===== config.mk =====
export PLATFORM = sky130hd
export DESIGN_NAME = cpu_run_controller
export DESIGN_NICKNAME = d
export VERILOG_FILES = /design/src/rtl/cpu_run_controller.sv
export SDC_FILE = /design/constraint.sdc
export NUM_CORES = 1
export LEC_CHECK = 0
export ABC_AREA = 1
export BUFFER_PORTS_ARGS = -buffer_cell sky130_fd_sc_hd__buf_2
export CORE_MARGIN = 2
export CORE_UTILIZATION = 57
export CTS_BUF_LIST = sky130_fd_sc_hd__clkbuf_16
export DETAILED_ROUTE_END_ITERATION = 7
export GPL_ROUTABILITY_DRIVEN = 0
export GPL_TIMING_DRIVEN = 0
export PLACE_DENSITY_LB_ADDON = 0.12
export SYNTH_ARGS = -nofsm -noshare
export SYNTH_HDL_FRONTEND = slang
export SYNTH_SLANG_ARGS = --single-unit

===== constraint.sdc =====
create_clock -name CLK100MHZ -period 2 [get_ports CLK100MHZ]
set_input_delay 0.2 -clock CLK100MHZ [delete_from_list [all_inputs] [get_ports CLK100MHZ]]
set_output_delay 0.2 -clock CLK100MHZ [all_outputs]
set_load 0.05 [all_outputs]

===== src/rtl/cpu_run_controller.sv =====
// cpu_run_controller: turns the board push-buttons into the core's active-low
// reset and HALT, with free-run, halted, single-step and slow-run modes, and
// counts the cycles in which the core was allowed to advance.
module cpu_run_controller #(
  parameter int DEBOUNCE_CYCLES = 1_000_000,
  parameter int SLOW_PERIOD     = 50_000_000,
  parameter int CNT_W           = 26
) (
  input  logic        CLK100MHZ,
  input  logic        sw0,
  input  logic        btn_run,
  input  logic        btn_halt,
  input  logic        btn_step,
  input  logic        btn_slow,
  output logic        cpu_rst_n,
  output logic        cpu_halt,
  output logic [1:0]  run_state,
  output logic [15:0] step_count
);

  localparam int NB     = 4;
  localparam int B_RUN  = 0;
  localparam int B_HALT = 1;
  localparam int B_STEP = 2;
  localparam int B_SLOW = 3;

  localparam logic [CNT_W-1:0] DB_LAST   = CNT_W'(DEBOUNCE_CYCLES - 1);
  localparam logic [CNT_W-1:0] SLOW_LAST = CNT_W'(SLOW_PERIOD - 1);

  typedef enum logic [1:0] {
    S_HALTED  = 2'd0,
    S_RUNNING = 2'd1,
    S_STEP    = 2'd2,
    S_SLOW    = 2'd3
  } state_t;

  logic [NB-1:0]    btn_raw;
  logic [NB-1:0]    sync_p0;
  logic [NB-1:0]    sync_p1;
  logic [NB-1:0]    db;
  logic [NB-1:0]    db_d;
  logic [NB-1:0]    press;
  logic [CNT_W-1:0] db_cnt [NB];

  state_t           state;
  state_t           state_nx;
  logic [CNT_W-1:0] slow_tmr;

  assign btn_raw = {btn_slow, btn_step, btn_halt, btn_run};

  // Stage p0/p1: two-flop synchronizer, then a per-button stability counter
  // that only flips the debounced level after DEBOUNCE_CYCLES mismatches in a row.
  always_ff @(posedge CLK100MHZ) begin
    if (sw0) begin
      sync_p0 <= '0;
      sync_p1 <= '0;
      db      <= '0;
      db_d    <= '0;
      for (int i = 0; i < NB; i++) begin
        db_cnt[i] <= '0;
      end
    end else begin
      sync_p0 <= btn_raw;
      sync_p1 <= sync_p0;
      db_d    <= db;
      for (int i = 0; i < NB; i++) begin
        if (sync_p1[i] == db[i]) begin
          db_cnt[i] <= '0;
        end else if (db_cnt[i] == DB_LAST) begin
          db[i]     <= ~db[i];
          db_cnt[i] <= '0;
        end else begin
          db_cnt[i] <= db_cnt[i] + CNT_W'(1);
        end
      end
    end
  end

  // One-cycle pulse on each accepted press; releases never pulse.
  assign press = db & ~db_d;

  // Run-mode state register.
  always_ff @(posedge CLK100MHZ) begin
    if (sw0) begin
      state <= S_HALTED;
    end else begin
      state <= state_nx;
    end
  end

  // Next-state decode with halt > step > run > slow priority, plus Moore halt output.
  always_comb begin
    state_nx = state;
    cpu_halt = 1'b1;
    unique case (state)
      S_HALTED: begin
        if (press[B_HALT]) begin
          state_nx = S_HALTED;
        end else if (press[B_STEP]) begin
          state_nx = S_STEP;
        end else if (press[B_RUN]) begin
          state_nx = S_RUNNING;
        end else if (press[B_SLOW]) begin
          state_nx = S_SLOW;
        end
      end
      S_RUNNING: begin
        cpu_halt = 1'b0;
        if (press[B_HALT] || press[B_STEP] || press[B_SLOW]) begin
          state_nx = S_HALTED;
        end
      end
      S_STEP: begin
        // Exactly one enabled cycle; presses landing here are dropped.
        cpu_halt = 1'b0;
        state_nx = S_HALTED;
      end
      S_SLOW: begin
        cpu_halt = (slow_tmr != SLOW_LAST);
        if (press[B_HALT]) begin
          state_nx = S_HALTED;
        end else if (press[B_RUN]) begin
          state_nx = S_RUNNING;
        end
      end
      default: begin
        state_nx = S_HALTED;
      end
    endcase
  end

  // Slow-run phase timer: zero on entry, then free-runs modulo SLOW_PERIOD.
  always_ff @(posedge CLK100MHZ) begin
    if (sw0) begin
      slow_tmr <= '0;
    end else if (state == S_SLOW && state_nx == S_SLOW) begin
      slow_tmr <= (slow_tmr == SLOW_LAST) ? '0 : slow_tmr + CNT_W'(1);
    end else begin
      slow_tmr <= '0;
    end
  end

  // Core reset follows the switch one clock later.
  always_ff @(posedge CLK100MHZ) begin
    cpu_rst_n <= ~sw0;
  end

  // Count every cycle the core actually advanced; wraps at 16 bits.
  always_ff @(posedge CLK100MHZ) begin
    if (sw0) begin
      step_count <= '0;
    end else if (!cpu_halt && cpu_rst_n) begin
      step_count <= step_count + 16'd1;
    end
  end

  assign run_state = state;

endmodule


---- After elaboration in Yosys (flattened, before gate mapping) ----
Memory sizes are Yosys's and may differ from the RTL's.
Cells that the tools add are included.
storage, ports and cells
  flip-flop bits (word level) ............. 61
  bits in latches ......................... 0
  memory bits (writable) .................. 104
  ROM bits ................................ 0
  bits of input ports ..................... 6
  output and inout bits ................... 20
  memories ................................ 1
memories
  name    depth  width  read ports  clocked after Yosys merged registers in  wr ports  line  source
  db_cnt  4      26     4           0                                        4         43    logic [CNT_W-1:0] db_cnt [NB];
cells by class
  $add $sub $neg .......................... 6
  multipliers ............................. 0
  div/mod/pow operators ................... 0
  order comparisons ....................... 0
  eq/ne operators ......................... 14
  shifts and indexed selects .............. 0
  multiplexer cells ....................... 67
  bitwise logic cells ..................... 24
  reduce and logical (&&, ||, !) cells .... 12
operator list
  cell                                             count
  2-to-1 mux 26 bit                                12
  adder 26 x 1 -> 26 bit, second input constant    5
  == test 26 x 20 -> 1 bit, second input constant  4
  2-to-1 mux 1 bit                                 46
  == test 26 bit, second input constant            1
  inequality test 26 bit, second input constant    1
  adder 16 x 1 -> 16 bit, second input constant    1
  2-to-1 mux 2 bit                                 7
  bitwise OR 1 bit                                 12
  NOT 1 bit                                        10
  one-hot mux 2 bit (4 select lines)               1
  AND reduction 2 bit                              4
  == test 2 bit, second input constant             3
  AND 4 bit                                        1
  == test 1 bit                                    4
  NOT 4 bit                                        1
  OR reduction 3 bit                               1
  == test 2 x 1 -> 1 bit, second input constant    1
  logical AND 1 bit                                2
  logical NOT 2 bit                                1
  logical OR 1 bit                                 2
  one-hot mux 1 bit (2 select lines)               1
  OR reduction 2 bit                               1
  logical NOT 1 bit                                1

---- Logic depth before layout (Yosys ltp) ----
Gate-level depths: netlist (run 1).
  depth after elaboration ................. 11
  mapped depth ............................ 11
  mapped depth without buffers ............ 11

---- Least setup slack after synthesis (run 1) ----
Ideal clock, no wire load.
  kind .................................... register to output
  start point ............................. register state[1], in the netlist run_state[1]
  end point ............................... output port cpu_halt
  arrival ................................. 2.035 ns
  setup slack ............................. -0.235 ns
  stages on the path, launching flop included .. 7
  cell sequence ........................... dfxtp_1 inv_1 ha_1 or2_2 buf_2 buf_2 nand2_1
on the way
  word-level cells in the longest chain between the ends .. 3
  elaborated cells between the ends (all ways) .. 5
  classes of those cells .................. eq/ne: 3; mux: 1; reduce/logical: 1
ends and longest elaborated chain
  item                                                            line  source
  start, declared                                                 45    state_t state;
  start signal, assigned                                          87    state <= state_nx;
  == test 2 x 1 -> 1 bit / == test 2 bit (equally long branches)  95    unique case (state)
  OR reduction 2 bit (no line)                                    --
  one-hot mux 1 bit (2 select lines) *                            95
  end, declared                                                   16    output logic cpu_halt,
Every way passes the cells marked *; elsewhere a longest branch is shown, timed or not.

---- Final worst setup path (run 1) ----
  start point ............................. register slow_tmr[0]
  end point ............................... output port cpu_halt
on the way
  word-level cells in the longest chain between the ends .. 2
ends and longest elaborated chain
  item                                line  source
  start, declared                     47    logic [CNT_W-1:0] slow_tmr;
  start signal, assigned              137   slow_tmr <= (slow_tmr == SLOW_LAST) ? '0 : slow_tmr + CNT_W'(1);
  inequality test 26 bit              119   cpu_halt = (slow_tmr != SLOW_LAST);
  one-hot mux 1 bit (2 select lines)  95
No other way between the ends.

==> results_dict.tcl, run 1 <==
set metrics [dict create \
    routed_wl_um 20800 \
    cts_root_buf "clkbuf_16" \
    drive_above_1_share_pct 12.4 \
    n_fill_cell 1417 \
    dieArea_um2 18200 \
    hold_path_class "input port to flip-flop" \
    grt_pass1_wl_um 34700 \
    reg2reg_to "db_cnt[0][24]" \
    grt_max_degree 19 \
    synth-seq-cells 165 \
    yosysTopAreaCellShare_pct 32.0 \
    cpPeakStageDelay_ns 0.36 \
    critPathLaunch "slow_tmr[0]" \
    multi_input_area_um2 5130 \
    cpMaxStageDelayCell "dfxtp_2" \
    reg2reg_from "db_cnt[0][1]" \
    wire_per_inst_um 12.5 \
    cts_tree "built" \
    avgSynthCellArea_um2 7.81 \
    crit_path_start_kind "flip-flop" \
    synthesis.area_um2 9760 \
    path_delay_family "simple AND/OR/NAND/NOR gates" \
    synthToLayoutAreaGrowth_pct 18.1 \
    clkSlewWorstSetupHoldPaths_ns 0.06 \
    clockBufferDepth 2 \
    crit_arrival_ns 1.77 \
    antenna_found_initial 0 \
    min-delay-start "sw0" \
    insertion_delay_ns 0.43 \
    drv_cap 0 \
    start_util_pct 58.6 \
    die_y_um 135 \
    tightest_slew_ns 0.620 \
    yosys-top-cells-area "edfxtp_1, dfxtp_1, nand2_1" \
    ys_types 44 \
    core_area_um2 16600 \
    outcome "finished clean" \
    cpMostUsedCell "nand2_4" \
    vias 8428 \
    firstDrtPassIters 7 \
    p_leak_nw 4.61 \
    dp_hpwl_um 14900 \
    diodes 0 \
    grt_pass1_vias 7662 \
    rsz0062_at_grt "yes" \
    path_class "flip-flop to primary output" \
    crit_path_cell_trace "ha_4 -> nand2_4 -> nor2_4 -> nand2_4 -> nor2_4 -> nand3_2 -> nand2_4 -> buf_8 -> nand2_2 -> buf_8" \
    endpoint "cpu_halt" \
    cts_max_level 4 \
    setup_viol 0 \
    hold_violations 0 \
    first_iter_violations 592 \
    nets 1442 \
    cp.depth 10 \
    drv_slew 0 \
    io_buffers 25 \
    total_power_w 0.00737 \
    vias_per_cell 5.08 \
    fmax_mhz 507 \
    crit_required_ns 1.80 \
    power_density_nw_per_um2 639 \
    track_usage_pct 23.6 \
    fin_hold_ws_ns 0.0143 \
    clock_skew_ns 0.00732 \
    overflow 0 \
    die_x_um 135 \
    ioPinCount 26 \
    final_antenna_net_count 0 \
    seqCellArea_um2 4350 \
    synth.largest_area_cell "edfxtp_1" \
    max_slew_margin_pct 58.6 \
    yosysWarningCount 0 \
    ff2ff_setup_slack_ns 0.04 \
    syn_inst 1249 \
    reg2reg_depth 9 \
    layout_min_cycle_time_ns 1.97 \
    synth_seq_area_share_pct 44.5 \
    path_max_fanout 2 \
    rows 47 \
    ir_worst_vdd_mv 0.636 \
    finalCritPeriodShare_pct 98.5 \
    cts_sinks 165 \
    worstSetupEndpointType "primary output" \
    cts_buffers 17 \
    drc 0 \
    critical_path_buf_inv_count 2 \
]
## stage by stage
| stage | TNS (ns) | utilization [%] | worst slack, ns | instance area, um^2 | cells |
|---|---|---|---|---|---|
| after floorplan | 0 | - | 0.0873 | 10100 | 1352 |
| after global placement | -0.187 | 63.4 | -0.0286 | 10500 | 1597 |
| after detailed placement | -1.73 | 63.4 | -0.0660 | 10500 | 1597 |
| after CTS | -0.00937 | 67.7 | -0.00937 | 11300 | 1637 |
| after global routing | -1.37 | 69.3 | -0.0696 | 11500 | 1660 |
| final | 0 | 69.3 | 0.0292 | 11500 | 1660 |
## registers in the layout (all words and copies together) (netlist names)
name        flops
db              4
sync_p1         4
db_d            4
slow_tmr       26
db_cnt        104
step_count     16
run_state       2
sync_p0         4
cpu_rst_n       1
## synthesized netlist by cell type (all sizes together)
cell / n
nand3: 77
nand2: 288
edfxtp: 104
dfxtp: 61
and3: 2
a21oi: 61
xor2: 47
a31oi: 1
xnor2: 29
nor4: 6
nand4: 46
nand3b: 5
or2: 13
o21ai: 20
a41oi: 1
inv: 166
clkbuf: 3
nor3: 50
buf: 16
nor2: 239
clkinv: 1
o21bai: 1
ha: 9
conb: 1
nor3b: 2
## area by class of cell
cell class / count / area share, %
plain buffers: 17 / 1.41
clock inverters: 12 / 0.706
inverters: 167 / 5.44
flip-flops and latches: 165 / 37.7
well taps: 220 / 2.39
repair buffers: 58 / 3.41
clock buffers: 20 / 4.34
multi-input cells: 1001 / 44.6
## metal layers
| layer | track usage [%] | part of all wire (%) |
|---|---|---|
| met3 | 4.54 | 4.6 |
| met2 | 38.8 | 47 |
| met4 | 5.67 | 1.0 |
| met1 | 32.3 | 48 |
| met5 | 0 | 0 |
## layout by cell type, fill, tap and decap left out, types with 44 or more instances in the layout
cell type / n
nand2_1: 272
nor2_1: 220
inv_1: 163
edfxtp_1: 104
conb_1: 104
nand3_1: 65
a21oi_1: 60
dfxtp_1: 56
xor2_1: 47
nand4_1: 46
nor3_1: 44
## cells by family (layout without fill, tap and decap cells)
family / count (synthesis) / after routing / synth area share, %
buffers and inverters: 186 / 274 / 8.12
adders and majority gates: 9 / 9 / 1.15
xor gates and xnor gates: 76 / 76 / 6.82
other: 1 / 104 / 0.0384
AOI/OAI and AO/OA: 84 / 84 / 4.50
DFF: 165 / 165 / 44.5
and+or+nand+nor: 728 / 728 / 34.8
## where the power goes
group	total, W	internal, W	switching (W)
Clock	0.00324	0.00191	0.00133
Combinational	0.000318	0.000108	0.000211
Sequential	0.00381	0.00371	0.0000968
## worst min path at each step
stage                        end  slack (ns)  cells past startpoint
floorplan           run_state[1]        0.27                      1
global placement      sync_p1[2]        0.39                      2
detailed placement    sync_p1[2]        0.39                      2
CTS                 run_state[1]       0.002                      2
global route        run_state[1]        0.01                      2
finish              run_state[1]        0.01                      2
## worst reg2reg max path: stages (launching register included)
cell and delay, ns:
edfxtp_1 0.41, ha_4 0.18, nand3_4 0.11, nor2_4 0.16, nand2_2 0.07, nor4_4 0.29
nand2_2 0.12, nand2_4 0.13, buf_6 0.16, nor2_1 0.06
## what timing repair did
action,CTS,global route
endpoints found under the setup margin,78,82
hold endpoints to repair,4,0
setup buffers,6,23
hold buffers,4,0
pin swaps,4,12
resized for setup,15,18
Power figures use the tool's default switching activity.
==> inputs of run 2 (changes only) <==
==> constraint.sdc (replaced) <==
create_clock -name CLK100MHZ -period 2 [get_ports CLK100MHZ]
set_input_delay 0.3 -clock CLK100MHZ [delete_from_list [all_inputs] [get_ports CLK100MHZ]]
set_output_delay 0.3 -clock CLK100MHZ [all_outputs]
set_load 0.05 [all_outputs]
==> results_dict.tcl, run 2 (same netlist as run 1, synthesis figures left out) <==
set metrics [dict create \
    outcome "finished clean" \
    vias_per_cell 4.99 \
    ff2ff_setup_slack_ns 0.10 \
    track_usage_pct 23.7 \
    instances_no_fill 1656 \
    hold_end "sync_p0[2]" \
    die_y_um 135 \
    hold_path_class "input port to flip-flop" \
    clkSlewWorstSetupHoldPaths_ns 0.06 \
    cts_sinks 165 \
    diodes 0 \
    wire_per_inst_um 12.6 \
    antenna_found_initial 0 \
    fmax_mhz 515 \
    reg2reg_depth 13 \
    crit_required_ns 1.70 \
    dieArea_um2 18200 \
    n_fill_cell 1406 \
    drc 0 \
    hold_violations 0 \
    final_antenna_net_count 0 \
    worstSetupEndpointType "primary output" \
    dp_hpwl_um 14800 \
    worstHoldPathCells 3 \
    grt_pass1_wl_um 35000 \
    cpPeakStageDelay_ns 0.36 \
    cts_tree "built" \
    power_density_nw_per_um2 659 \
    crit_path_cell_trace "ha_4 -> nand2_4 -> nor2_4 -> nand2_4 -> nor2_4 -> nand3_2 -> nand2_4 -> nand2_4 -> buf_8" \
    core_area_um2 16600 \
    max_slew_margin_pct 57.2 \
    setup_viol 0 \
    cpMaxStageDelayCell "dfxtp_2" \
    cpMostUsedCell "nand2_4" \
    nets 1438 \
    overflow 0 \
    drive_above_1_share_pct 12.5 \
    layout_common_cells "nand2_1, nor2_1, inv_1" \
    drv_slew 0 \
    io_buffers 25 \
    fin_hold_ws_ns 0.103 \
    path_class "flip-flop to primary output" \
    p_leak_nw 4.60 \
    firstDrtPassIters 5 \
    finalCritPeriodShare_pct 97.1 \
    grt_pass1_vias 7768 \
    clock_skew_ns 0.00857 \
    rows 47 \
    tightest_slew_ns 0.642 \
    reg2reg_to "step_count[10]" \
    place_area_um2 10600 \
    critical_path_buf_inv_count 1 \
    pre_cts_ws_ns -0.119 \
    cts_root_buf "clkbuf_16" \
    largestRegisters "db_cnt x104, slow_tmr x26, step_count x16" \
    crit_path_start_kind "flip-flop" \
    routed_wl_um 20800 \
    die_x_um 135 \
    grt_max_degree 17 \
    insertion_delay_ns 0.42 \
    crit_arrival_ns 1.64 \
    final_common_cell "nand2_1" \
    cts_buffers 17 \
    worst_slack_ns 0.0573 \
    largest_reg_flops 104 \
    vias 8269 \
    min-delay-start "btn_step" \
    drv_cap 0 \
    synthToLayoutAreaGrowth_pct 18.3 \
    final_area_um2 11500 \
    fin_util_pct 69.3 \
    path_max_fanout 3 \
    reg2reg_from "slow_tmr[0]" \
    clockBufferDepth 2 \
    hold_buffers 0 \
    start_util_pct 58.6 \
    path_delay_family "simple AND/OR/NAND/NOR gates" \
    layout_min_cycle_time_ns 1.94 \
    ioPinCount 26 \
    first_iter_violations 548 \
    regMostFlops "db_cnt" \
    ir_worst_vdd_mv 0.603 \
    cts_max_level 4 \
    placed_cells 1597 \
]
## run 2: changes by cell type in the layout (fill, tap and decap cells not counted), sizes merged
cell,change
clkinv,-1
dlygate4sd3,-4
clkinvlp,+2
clkbuf,+3
inv,-4
## run 2: worst max path at each step
stage	start	endpoint	slack [ns]	cells after the start
finish	slow_tmr[0]	cpu_halt	0.06	9
global route	db_cnt[2][0]	db_cnt[2][24]	-0.04	9
CTS	slow_tmr[1]	cpu_halt	-0.06	10
detailed placement	db_cnt[2][0]	db_cnt[2][24]	-0.12	9
global placement	db_cnt[2][0]	db_cnt[2][10]	-0.10	9
floorplan	run_state[1]	cpu_halt	0.08	6
## run 2: per-stage QoR
stage	total power, W	setup TNS, ns
floorplan	0.00408	0
global placement	0.00415	-1.81
detailed placement	0.00416	-2.57
CTS	0.00764	-0.0571
global route	0.00787	-0.436
finish	0.00761	0
## run 2: timing repair
item,CTS,global route
pin swaps,7,11
resized for setup,18,15
endpoints found under the setup margin,61,82
setup buffers,10,20
## run 2: routing by layer
layer	GRT usage, %	part of all wire [%]
met5	0	0
met4	6.32	0.96
met3	4.62	4.8
met2	39.2	47
met1	32.2	47
## run 2: report_power, final
part / total [W] / internal [W] / switching [W]
Combinational: 0.000311 / 0.000100 / 0.000211
Sequential: 0.00381 / 0.00371 / 0.0000942
Clock: 0.00349 / 0.00215 / 0.00134
## run 2: layout make-up
type,count,area [um^2],area share (%)
plain buffers,16,148,1.28
clock buffers,23,576,4.99
clock inverters,9,76.3,0.662
inverters,167,627,5.43
multi-input cells,1001,5120,44.4
flip-flops and latches,165,4360,37.8
well taps,220,275,2.39
repair buffers,55,360,3.12
## run 2: tightest hold or removal path, delay by kind of cell
kind	cells	cell delay (ns)
and+or+nand+nor	1	0.03
buffers and inverters	2	0.15
==> inputs of run 3 (changes only) <==
--- a/config.mk
+++ b/config.mk
@@ -14,6 +14,7 @@
 export GPL_ROUTABILITY_DRIVEN = 0
 export GPL_TIMING_DRIVEN = 0
 export PLACE_DENSITY_LB_ADDON = 0.12
+export SETUP_SLACK_MARGIN = 0.1
 export SYNTH_ARGS = -nofsm -noshare
 export SYNTH_HDL_FRONTEND = slang
 export SYNTH_SLANG_ARGS = --single-unit
==> results_dict.tcl, run 3 (same netlist as run 1, synthesis figures left out) <==
set metrics [dict create \
    outcome "complete, but fails checks" \
    violations "negative setup slack" \
    power_density_nw_per_um2 618 \
    path_delay_family "buffers and inverters" \
    hold_path_class "input port to flip-flop" \
    final_common_cell "nand2_1" \
    path_max_fanout 4 \
    regMostFlops "db_cnt" \
    cpMaxStageDelayCell "dfxtp_4" \
    dp_hpwl_um 15400 \
    die_x_um 135 \
    die_y_um 135 \
    cts_root_buf "clkbuf_16" \
    fmax_mhz 497 \
    clock_skew_ns 0.00989 \
    ir_worst_vdd_mv 0.674 \
    critPathLaunch "run_state[1]" \
    fin_util_pct 70.5 \
    multi_input_area_um2 5220 \
    cts_sinks 165 \
    first_iter_violations 637 \
    drv_slew 0 \
    drv_cap 0 \
    min-delay-start "sw0" \
    cts_buffers 17 \
    worstSetupEndpointType "primary output" \
    ff2ff_setup_slack_ns 0.17 \
    path_class "flip-flop to primary output" \
    vias 8564 \
    clockBufferDepth 2 \
    reg2reg_to "db_cnt[3][21]" \
    worst_slack_ns -0.0102 \
    n_fill_cell 1390 \
    worstHoldPathCells 2 \
    crit_required_ns 1.70 \
    io_buffers 25 \
    clkSlewWorstSetupHoldPaths_ns 0.06 \
    max_slew_margin_pct 57.0 \
    grt_pass1_vias 8106 \
    core_area_um2 16600 \
    finalCritPeriodShare_pct 101 \
    cts_max_level 4 \
    grt_max_degree 17 \
    nets 1458 \
    diodes 0 \
    rsz0062_at_grt "yes" \
    crit_arrival_ns 1.71 \
    vias_per_cell 5.11 \
    hold_violations 0 \
    dieArea_um2 18200 \
    ioPinCount 26 \
    routed_wl_um 22100 \
    overflow 0 \
    largest_reg_flops 104 \
    synthToLayoutAreaGrowth_pct 20.2 \
    layout_common_cells "nand2_1, nor2_1, inv_1" \
    drive_above_1_share_pct 14.7 \
    reg2reg_depth 9 \
    rows 47 \
    crit_path_start_kind "flip-flop" \
    setup_viol 1 \
    start_util_pct 58.6 \
    antenna_found_initial 0 \
    insertion_delay_ns 0.43 \
    cts_tree "built" \
    grt_pass1_wl_um 36900 \
    reg2reg_from "db_cnt[3][1]" \
    wire_per_inst_um 13.2 \
    cpMostUsedCell "buf_8" \
    critical_path_buf_inv_count 4 \
    pre_cts_ws_ns -0.147 \
    track_usage_pct 25.0 \
    hold_end "run_state[1]" \
    layout_min_cycle_time_ns 2.01 \
    final_antenna_net_count 0 \
    firstDrtPassIters 6 \
    p_leak_nw 4.71 \
    cpPeakStageDelay_ns 0.37 \
    crit_path_cell_trace "inv_4 -> ha_4 -> or2_4 -> buf_6 -> buf_8 -> nand2_4 -> buf_8" \
    hold_buffers 0 \
    tightest_slew_ns 0.645 \
    seqCellArea_um2 4360 \
    largestRegisters "db_cnt x104, slow_tmr x26, step_count x16" \
    drc 0 \
]
-- run 3: cell types whose count changed in the layout (fill, tap and decap cells not counted), moves of 4 or more --
cell / before / now
nor2_4: 11 / 15
buf_8: 1 / 6
nand2_1: 272 / 268
buf_4: 31 / 47
nor2_2: 8 / 4
-- run 3: how the worst max path moves through the flow --
stage                          endpoint  cells after the start
after global routing           cpu_halt                     10
after global placement    db_cnt[2][11]                      9
after detailed placement  db_cnt[2][20]                      9
after floorplan                cpu_halt                      6
final                          cpu_halt                      7
after CTS                      cpu_halt                     10
-- run 3: final cells by class --
class	count	share of cell area, %
buffer	19	1.71
clock inverter	12	0.480
timing repair buffer	72	4.19
tap	220	2.35
clock buffer	20	4.27
inverter	167	5.37
multi-input combinational	1001	44.5
sequential	165	37.2
-- run 3: where the power goes --
group          leakage (nW)  internal, W  total, W  switching, W
Combinational          2.85     0.000110  0.000332      0.000222
Clock                 0.295      0.00178   0.00310       0.00132
Sequential             1.57      0.00371   0.00381     0.0000966
-- run 3: stage by stage --
stage | hold WS (ns) | area (um^2) | power (W) | TNS (ns) | instances
after CTS | 0.0823 | 11400 | 0.00727 | -0.0376 | 1649
after floorplan | 0.364 | 10200 | 0.00408 | 0 | 1352
final | 0.0996 | 11700 | 0.00724 | -0.0102 | 1676
after global routing | 0.0821 | 11700 | 0.00749 | -0.0654 | 1676
after detailed placement | 0.393 | 10600 | 0.00416 | -3.45 | 1597
after global placement | 0.394 | 10600 | 0.00415 | -2.14 | 1597
-- run 3: what timing repair did --
| item | 4_1_cts | 5_1_grt |
|---|---|---|
| resized for setup | 35 | 29 |
| hold endpoints to repair | 0 | 0 |
| setup endpoints to repair | 88 | 94 |
| pin swaps | 10 | 15 |
| setup buffers | 20 | 27 |
-- run 3: routing by layer --
metal	track usage [%]	up-vias	routed length, um
li1	-	4343	-
met5	0	-	0
met3	4.65	33	1220
met4	6.78	0	303
met2	41.9	259	10600
met1	33.5	3929	9950
